===== config.mk =====
export PLATFORM = sky130hd
export DESIGN_NAME = pipeline_hazard_unit
export DESIGN_NICKNAME = d
export VERILOG_FILES = /design/src/rtl/riscv_pipe_pkg.sv /design/src/rtl/sat_counter.sv /design/src/rtl/pipeline_hazard_unit.sv
export SDC_FILE = /design/constraint.sdc
export NUM_CORES = 1
export LEC_CHECK = 0
export CORE_UTILIZATION = 45
export DETAILED_ROUTE_END_ITERATION = 8
export DONT_BUFFER_PORTS = 1
export HOLD_SLACK_MARGIN = 0.12
export REMOVE_ABC_BUFFERS = 1
export SETUP_SLACK_MARGIN = 0.2
export SYNTH_ARGS = -nofsm -noshare
export SYNTH_HDL_FRONTEND = slang
export SYNTH_SLANG_ARGS = --single-unit

===== constraint.sdc =====
create_clock -name clock -period 3.2 [get_ports clock]
set_input_delay 0.64 -clock clock [delete_from_list [all_inputs] [get_ports clock]]
set_output_delay 0.64 -clock clock [all_outputs]
set_load 0.02 [all_outputs]

===== src/rtl/riscv_pipe_pkg.sv =====
// Shared encodings for the 5-stage RISC-V pipeline control blocks.
package riscv_pipe_pkg;

    localparam logic [1:0] RESULT_ALU = 2'b00;
    localparam logic [1:0] RESULT_MEM = 2'b01;
    localparam logic [1:0] RESULT_PC4 = 2'b10;

    localparam logic [1:0] FWD_RF = 2'b00;
    localparam logic [1:0] FWD_W  = 2'b01;
    localparam logic [1:0] FWD_M  = 2'b10;

    typedef enum logic [1:0] {
        ST_DRAIN    = 2'b00,
        ST_RUN      = 2'b01,
        ST_MEM_WAIT = 2'b10
    } hz_state_e;

    // The mem stage holds the younger result, so it wins over writeback.
    function automatic logic [1:0] fwd_sel(input logic [4:0] rs,
                                           input logic [4:0] rd_m, input logic we_m,
                                           input logic [4:0] rd_w, input logic we_w);
        if (we_m && rd_m != 5'd0 && rd_m == rs)      return FWD_M;
        else if (we_w && rd_w != 5'd0 && rd_w == rs) return FWD_W;
        else                                         return FWD_RF;
    endfunction

endpackage


===== src/rtl/sat_counter.sv =====
// Event counter that sticks at all-ones; clear beats increment.
module sat_counter #(
    parameter int CNT_W = 32
) (
    input  logic             clock,
    input  logic             reset,
    input  logic             inc,
    input  logic             clr,
    output logic [CNT_W-1:0] count
);

    always_ff @(posedge clock or negedge reset) begin
        if (!reset)                   count <= '0;
        else if (clr)                 count <= '0;
        else if (inc && count != '1)  count <= count + 1'b1;
    end

endmodule


===== src/rtl/pipeline_hazard_unit.sv =====
// Stall/flush/forward control for the 5-stage pipeline, with a post-reset
// drain window, a data-memory wait state and stall/flush event counters.
module pipeline_hazard_unit
    import riscv_pipe_pkg::*;
#(
    parameter int DRAIN_CYCLES = 2,
    parameter int CNT_W        = 32
) (
    input  logic             clock,
    input  logic             reset,
    input  logic [4:0]       Rs1D,
    input  logic [4:0]       Rs2D,
    input  logic [4:0]       Rs1E,
    input  logic [4:0]       Rs2E,
    input  logic [4:0]       RdE,
    input  logic [1:0]       ResultSrcE,
    input  logic             PCSrcE,
    input  logic [4:0]       RdM,
    input  logic [4:0]       RdW,
    input  logic             RegWriteM,
    input  logic             RegWriteW,
    input  logic             MemAccessM,
    input  logic             MemReadyM,
    input  logic             cnt_clear,
    output logic             StallF,
    output logic             StallD,
    output logic             StallE,
    output logic             StallM,
    output logic             FlushD,
    output logic             FlushE,
    output logic [1:0]       ForwardAE,
    output logic [1:0]       ForwardBE,
    output logic [CNT_W-1:0] stall_count,
    output logic [CNT_W-1:0] flush_count
);

    localparam int               DW         = $clog2(DRAIN_CYCLES + 2);
    localparam hz_state_e        RST_STATE  = (DRAIN_CYCLES == 0) ? ST_RUN : ST_DRAIN;
    localparam logic [DW-1:0]    DRAIN_INIT = DW'(DRAIN_CYCLES);

    hz_state_e     state, state_nxt;
    logic [DW-1:0] drain_cnt, drain_cnt_nxt;
    logic          mem_miss, lw_stall, flush_inc;

    assign mem_miss = MemAccessM && !MemReadyM;
    assign lw_stall = (ResultSrcE == RESULT_MEM) && (RdE != 5'd0) &&
                      ((RdE == Rs1D) || (RdE == Rs2D));

    always_ff @(posedge clock or negedge reset) begin
        if (!reset) begin
            state     <= RST_STATE;
            drain_cnt <= DRAIN_INIT;
        end else begin
            state     <= state_nxt;
            drain_cnt <= drain_cnt_nxt;
        end
    end

    always_comb begin
        state_nxt     = state;
        drain_cnt_nxt = drain_cnt;
        case (state)
            ST_DRAIN: begin
                drain_cnt_nxt = drain_cnt - 1'b1;
                if (drain_cnt <= DW'(1)) state_nxt = ST_RUN;
            end
            ST_RUN:      if (mem_miss)  state_nxt = ST_MEM_WAIT;
            ST_MEM_WAIT: if (MemReadyM) state_nxt = ST_RUN;
            default:     state_nxt = ST_DRAIN;
        endcase
    end

    // Memory wait outranks everything; a taken branch outranks load-use.
    always_comb begin
        StallF    = 1'b0;
        StallD    = 1'b0;
        StallE    = 1'b0;
        StallM    = 1'b0;
        FlushD    = 1'b0;
        FlushE    = 1'b0;
        ForwardAE = FWD_RF;
        ForwardBE = FWD_RF;
        if (state == ST_DRAIN) begin
            FlushD = 1'b1;
            FlushE = 1'b1;
        end else begin
            ForwardAE = fwd_sel(Rs1E, RdM, RegWriteM, RdW, RegWriteW);
            ForwardBE = fwd_sel(Rs2E, RdM, RegWriteM, RdW, RegWriteW);
            if (state == ST_MEM_WAIT || mem_miss) begin
                StallF = 1'b1;
                StallD = 1'b1;
                StallE = 1'b1;
                StallM = 1'b1;
            end else if (PCSrcE) begin
                FlushD = 1'b1;
                FlushE = 1'b1;
            end else if (lw_stall) begin
                StallF = 1'b1;
                StallD = 1'b1;
                FlushE = 1'b1;
            end
        end
    end

    // Only branch-driven flushes are counted, never drain flushes.
    assign flush_inc = (state == ST_RUN) && !mem_miss && PCSrcE;

    sat_counter #(.CNT_W(CNT_W)) u_stall_cnt (
        .clock (clock),
        .reset (reset),
        .inc   (StallF),
        .clr   (cnt_clear),
        .count (stall_count)
    );

    sat_counter #(.CNT_W(CNT_W)) u_flush_cnt (
        .clock (clock),
        .reset (reset),
        .inc   (flush_inc),
        .clr   (cnt_clear),
        .count (flush_count)
    );

endmodule


==> load_flow_metrics.sql <==
INSERT INTO impl_metrics (metric_group, metric, value, unit) VALUES
('power_and_ir_drop', 'netSwitchingFraction', '0.274', ''),
('sta', 'tightestPinTransition', '959', 'ps'),
('sta', 'achievable-frequency', '351', 'MHz'),
('synth', 'synth-async-reset-ratio', '1.00', ''),
('drt', 'pre_repair_dr_iteration_count', '4', ''),
('power_and_ir_drop', 'part_of_the_total_power_dissipated_in_the_clock_network', '0.366', ''),
('clock_network', 'clock_root_cell', 'clkbuf_8', ''),
('floorplanning', 'ios', '119', ''),
('power_and_ir_drop', 'cell_internal_pwr', '0.00139', 'W'),
('floorplanning', 'design.die.area', '9370', 'µm²'),
('critical_path', 'max_stage_delay', '500', 'ps'),
('sta', 'final_max_slew_viol_count', '0', ''),
('drt', 'route.antenna.remaining_nets', '0', ''),
('cells_and_area', 'syn_to_final_growth', '8.45', '%'),
('placement', 'port_buffers', '0', ''),
('placement', 'routability_cong', '0.897', ''),
('drt', 'detail_route.wl_per_cell', '16.5', 'µm'),
('critical_path', 'r2r_end', 'u_stall_cnt.count[15]', ''),
('drt', 'detail_route.iter0.violations', '118', ''),
('critical_path', 'r2r_slack', '630', 'ps'),
('power_and_ir_drop', 'p_comb_frac', '0.145', ''),
('synth', 'synth_seq_area_share', '0.421', ''),
('drt', 'remaining_drc_errors', '0', ''),
('cells_and_area', 'diodes', '0', ''),
('sta', 'setup_total_neg_slack', '0', 'ps'),
('synth', 'syn_area_per_cell', '9.25', 'µm²'),
('synth', 'postSynthRegisterBits', '68', ''),
('synth', 'synthFlopType', 'dfrtp_1', ''),
('grt', 'first_global_vias', '3209', ''),
('clock_network', 'insertion_delay', '330', 'ps'),
('clock_network', 'cts-buffers-inserted', '9', ''),
('placement', 'place_hpwl', '6470', 'µm'),
('sta', 'setup-violations-final', '0', ''),
('drt', 'routed-via-count', '3214', ''),
('synth', 'yosys_warnings', '0', ''),
('critical_path', 'path_max_fanout', '4', ''),
('sta', 'timing.slew.headroom', '0.355', ''),
('sta', 'timing_hold_violations_final', '0', ''),
('sta', 'finClkSkew', '12.0', 'ps'),
('synth', 'ys_types', '47', ''),
('sta', 'period_minus_slack', '2850', 'ps'),
('power_and_ir_drop', 'total_leakage_power', '1.83', 'nW'),
('grt', 'antenna_found_initial', '0', ''),
('cells_and_area', 'fillerInstances', '821', ''),
('critical_path', 'worstPathCellList', 'or4_1 > o21ai_0 > nor3_1 > nor4_1 > buf_4', ''),
('drt', 'vias_per_cell', '5.79', ''),
('critical_path', 'timing.critical_path.slowest_stage_cell', 'or4_1', ''),
('drt', 'routed_wirelength', '9160', 'µm'),
('synth', 'synth_edf_count', '0', ''),
('clock_network', 'cts_tree', 'yes', ''),
('run', 'max_cap_violations', '0', ''),
('cells_and_area', 'drive_above_1_share', '0.0872', ''),
('clock_network', 'cts.sinks', '68', ''),
('synth', 'syn_area', '4040', 'µm²'),
('power_and_ir_drop', 'power.sequential.fraction', '0.489', ''),
('clock_network', 'max-clock-path-buffers', '2', ''),
('critical_path', 'timing.critical_path.arrival', '2210', 'ps'),
('critical_path', 'worst-setup-path-type', 'in2out', ''),
('power_and_ir_drop', 'cellPowerDensity', '437', 'nW/µm²'),
('cells_and_area', 'finalCoreUtilization', '0.503', ''),
('power_and_ir_drop', 'power.ir.vdd_worst', '391', 'µV'),
('power_and_ir_drop', 'p_switching', '0.000524', 'W'),
('clock_network', 'htree_num_levels', '3', ''),
('grt', 'grt_start_max_net_pins', '68', ''),
('critical_path', 'worstSetupStartpointType', 'input pin', ''),
('critical_path', 'worst_ep_required_time', '2560', 'ps'),
('floorplanning', 'fp-row-count', '34', ''),
('synth', 'syn_inst', '437', ''),
('clock_network', 'clkTransAtPathRegs', '70', 'ps'),
('floorplanning', 'vertical_extent_of_the_die', '96.8', 'µm'),
('critical_path', 'worst_r2r_startpoint', 'u_stall_cnt.count[18]', ''),
('grt', 'grt_first_pass_wirelength', '15300', 'µm'),
('sta', 'grt_setup_unrepaired', 'no', ''),
('grt', 'grt_remaining_overflow', '0', ''),
('floorplanning', 'coreArea', '8720', 'µm²'),
('outcome', 'outcome', 'finished, final reports clean', ''),
('sta', 'final_min_period_over_clock_period', '0.890', ''),
('critical_path', 'worst-r2r-cell-count', '7', ''),
('clock_network', 'cts_post_setup_buffers_inserted', '0', ''),
('cells_and_area', 'final_nets', '492', ''),
('floorplanning', 'start_util', '0.464', ''),
('grt', 'global_route.usage.total', '0.202', ''),
('worst_hold_path', 'timing.hold.worst.class', 'in2async', ''),
('critical_path', 'worst_setup_path_end_kind', 'output pin', ''),
('floorplanning', 'die_width', '96.8', 'µm');
[worst max path at each step]
stage          cells past startpoint           end   start
2_1_floorplan                      4  ForwardAE[0]  RdM[1]
6_report                           5  ForwardAE[0]  RdM[1]
3_3_place_gp                       5  ForwardAE[0]  RdM[1]
4_1_cts                            5  ForwardAE[0]  RdM[1]
5_1_grt                            5  ForwardAE[0]  RdM[1]
3_5_place_dp                       5  ForwardAE[0]  RdM[1]
[synthesized netlist by cell type, types with 2 or more instances]
master    number  area (µm²)
dfrtp_1       67        1680
nor2_1        67         251
xor2_1        64         561
nand3_1       33         165
nand2_1       23        86.3
nand4_1       21         131
and3_1        16         100
xnor2_1       16         140
a21oi_1       13        65.1
o21ai_0       12        60.1
and4_1         9        78.8
or3_1          8        50.1
or4_1          8        60.1
and2_1         7        43.8
clkbuf_1       7        26.3
nor3_1         7        35.0
inv_1          6        22.5
nor4_1         6        37.5
nand2b_1       4        25.0
buf_2          3        15.0
ha_1           3        37.5
o31ai_1        3        22.5
a31oi_1        2        12.5
buf_4          2        15.0
buf_6          2        22.5
mux2_1         2        22.5
nand2_2        2        12.5
nand3_2        2        20.0
nand3b_1       2        15.0
nand4_2        2        25.0
nor2b_1        2        12.5
[repair_timing]
action | 4_1_cts | 5_1_grt
gates resized for setup | 0 | 0
hold endpoints to repair | 67 | 0
hold buffers | 1 | 0
[flip-flops by register name, indices dropped and copies added (netlist names)]
register and count:
drain_cnt 2, state 2, u_flush_cnt.count 32, u_stall_cnt.count 32
[placed cells by master (no fill, tap or decap), types with 3 or more instances in the layout]
master,n
dfrtp_1,67
nand3_1,33
o21ai_0,12
inv_1,6
and4_1,9
xor2_1,64
o31ai_1,3
xnor2_1,16
nand2_1,23
nor3_1,7
clkbuf_8,11
a21oi_1,13
nand4_1,21
and3_1,16
or4_1,8
buf_4,9
and2_1,7
ha_1,3
nor2_1,67
nor4_1,6
or3_1,8
nand2b_1,4
[final cells by class]
cell class                      instances  area [µm²]  area share
Tap cell                              108         135      0.0308
Clock buffer                           12         155      0.0354
Multi-Input combinational cell        349        2240       0.511
Sequential cell                        68        1700       0.388
Timing Repair Buffer                   10        95.1      0.0217
Clock inverter                          2        35.0     0.00799
Inverter                                6        22.5     0.00514
[logic make-up (layout without fill, tap and decap cells)]
logic type,Yosys count,count (layout),share of synthesized area
DFF,68,68,0.421
and+or+nand+nor,226,226,0.304
xor gates and xnor gates,80,80,0.173
adders and majority gates,3,3,0.00929
AOI/OAI and AO/OA,38,38,0.0616
buffers and inverters,20,30,0.0251
muxes,2,2,0.00557
[critical path, delay by kind of cell]
| family | cells | cell delay, ps |
|---|---|---|
| AO/OA/AOI/OAI | 1 | 410 |
| buffers and inverters | 1 | 200 |
| AND/OR/NAND/NOR | 3 | 950 |
[layer usage]
layer | global-route usage | vias to the layer above | share of wire
met5 | 0 | - | 0
met3 | 0.0571 | 20 | 0.071
li1 | - | 1551 | -
met1 | 0.240 | 1527 | 0.42
met4 | 0.0850 | 0 | 0.022
met2 | 0.344 | 116 | 0.48
[power groups by stage]
stage / Combinational [W] / Clock (W) / Sequential [W]
CTS: 0.000281 / 0.000721 / 0.000936
floorplan: 0.000203 / 0 / 0.000943
global route: 0.000316 / 0.000755 / 0.000942
global placement: 0.000256 / 0 / 0.000952
detailed placement: 0.000259 / 0 / 0.000952
finish: 0.000278 / 0.000701 / 0.000936
[metrics by stage]
stage                     std cells  hold slack [ps]  total power, W  worst slack, ps  area (µm²)
after global routing            555              122         0.00201              333        4380
final                           555              144         0.00192              351        4380
after floorplan                 423              344         0.00115              284        3960
after global placement          540              346         0.00121              476        4170
after CTS                       555              125         0.00194              391        4380
after detailed placement        540              347         0.00121              398        4170
Power figures use the tool's default switching activity.
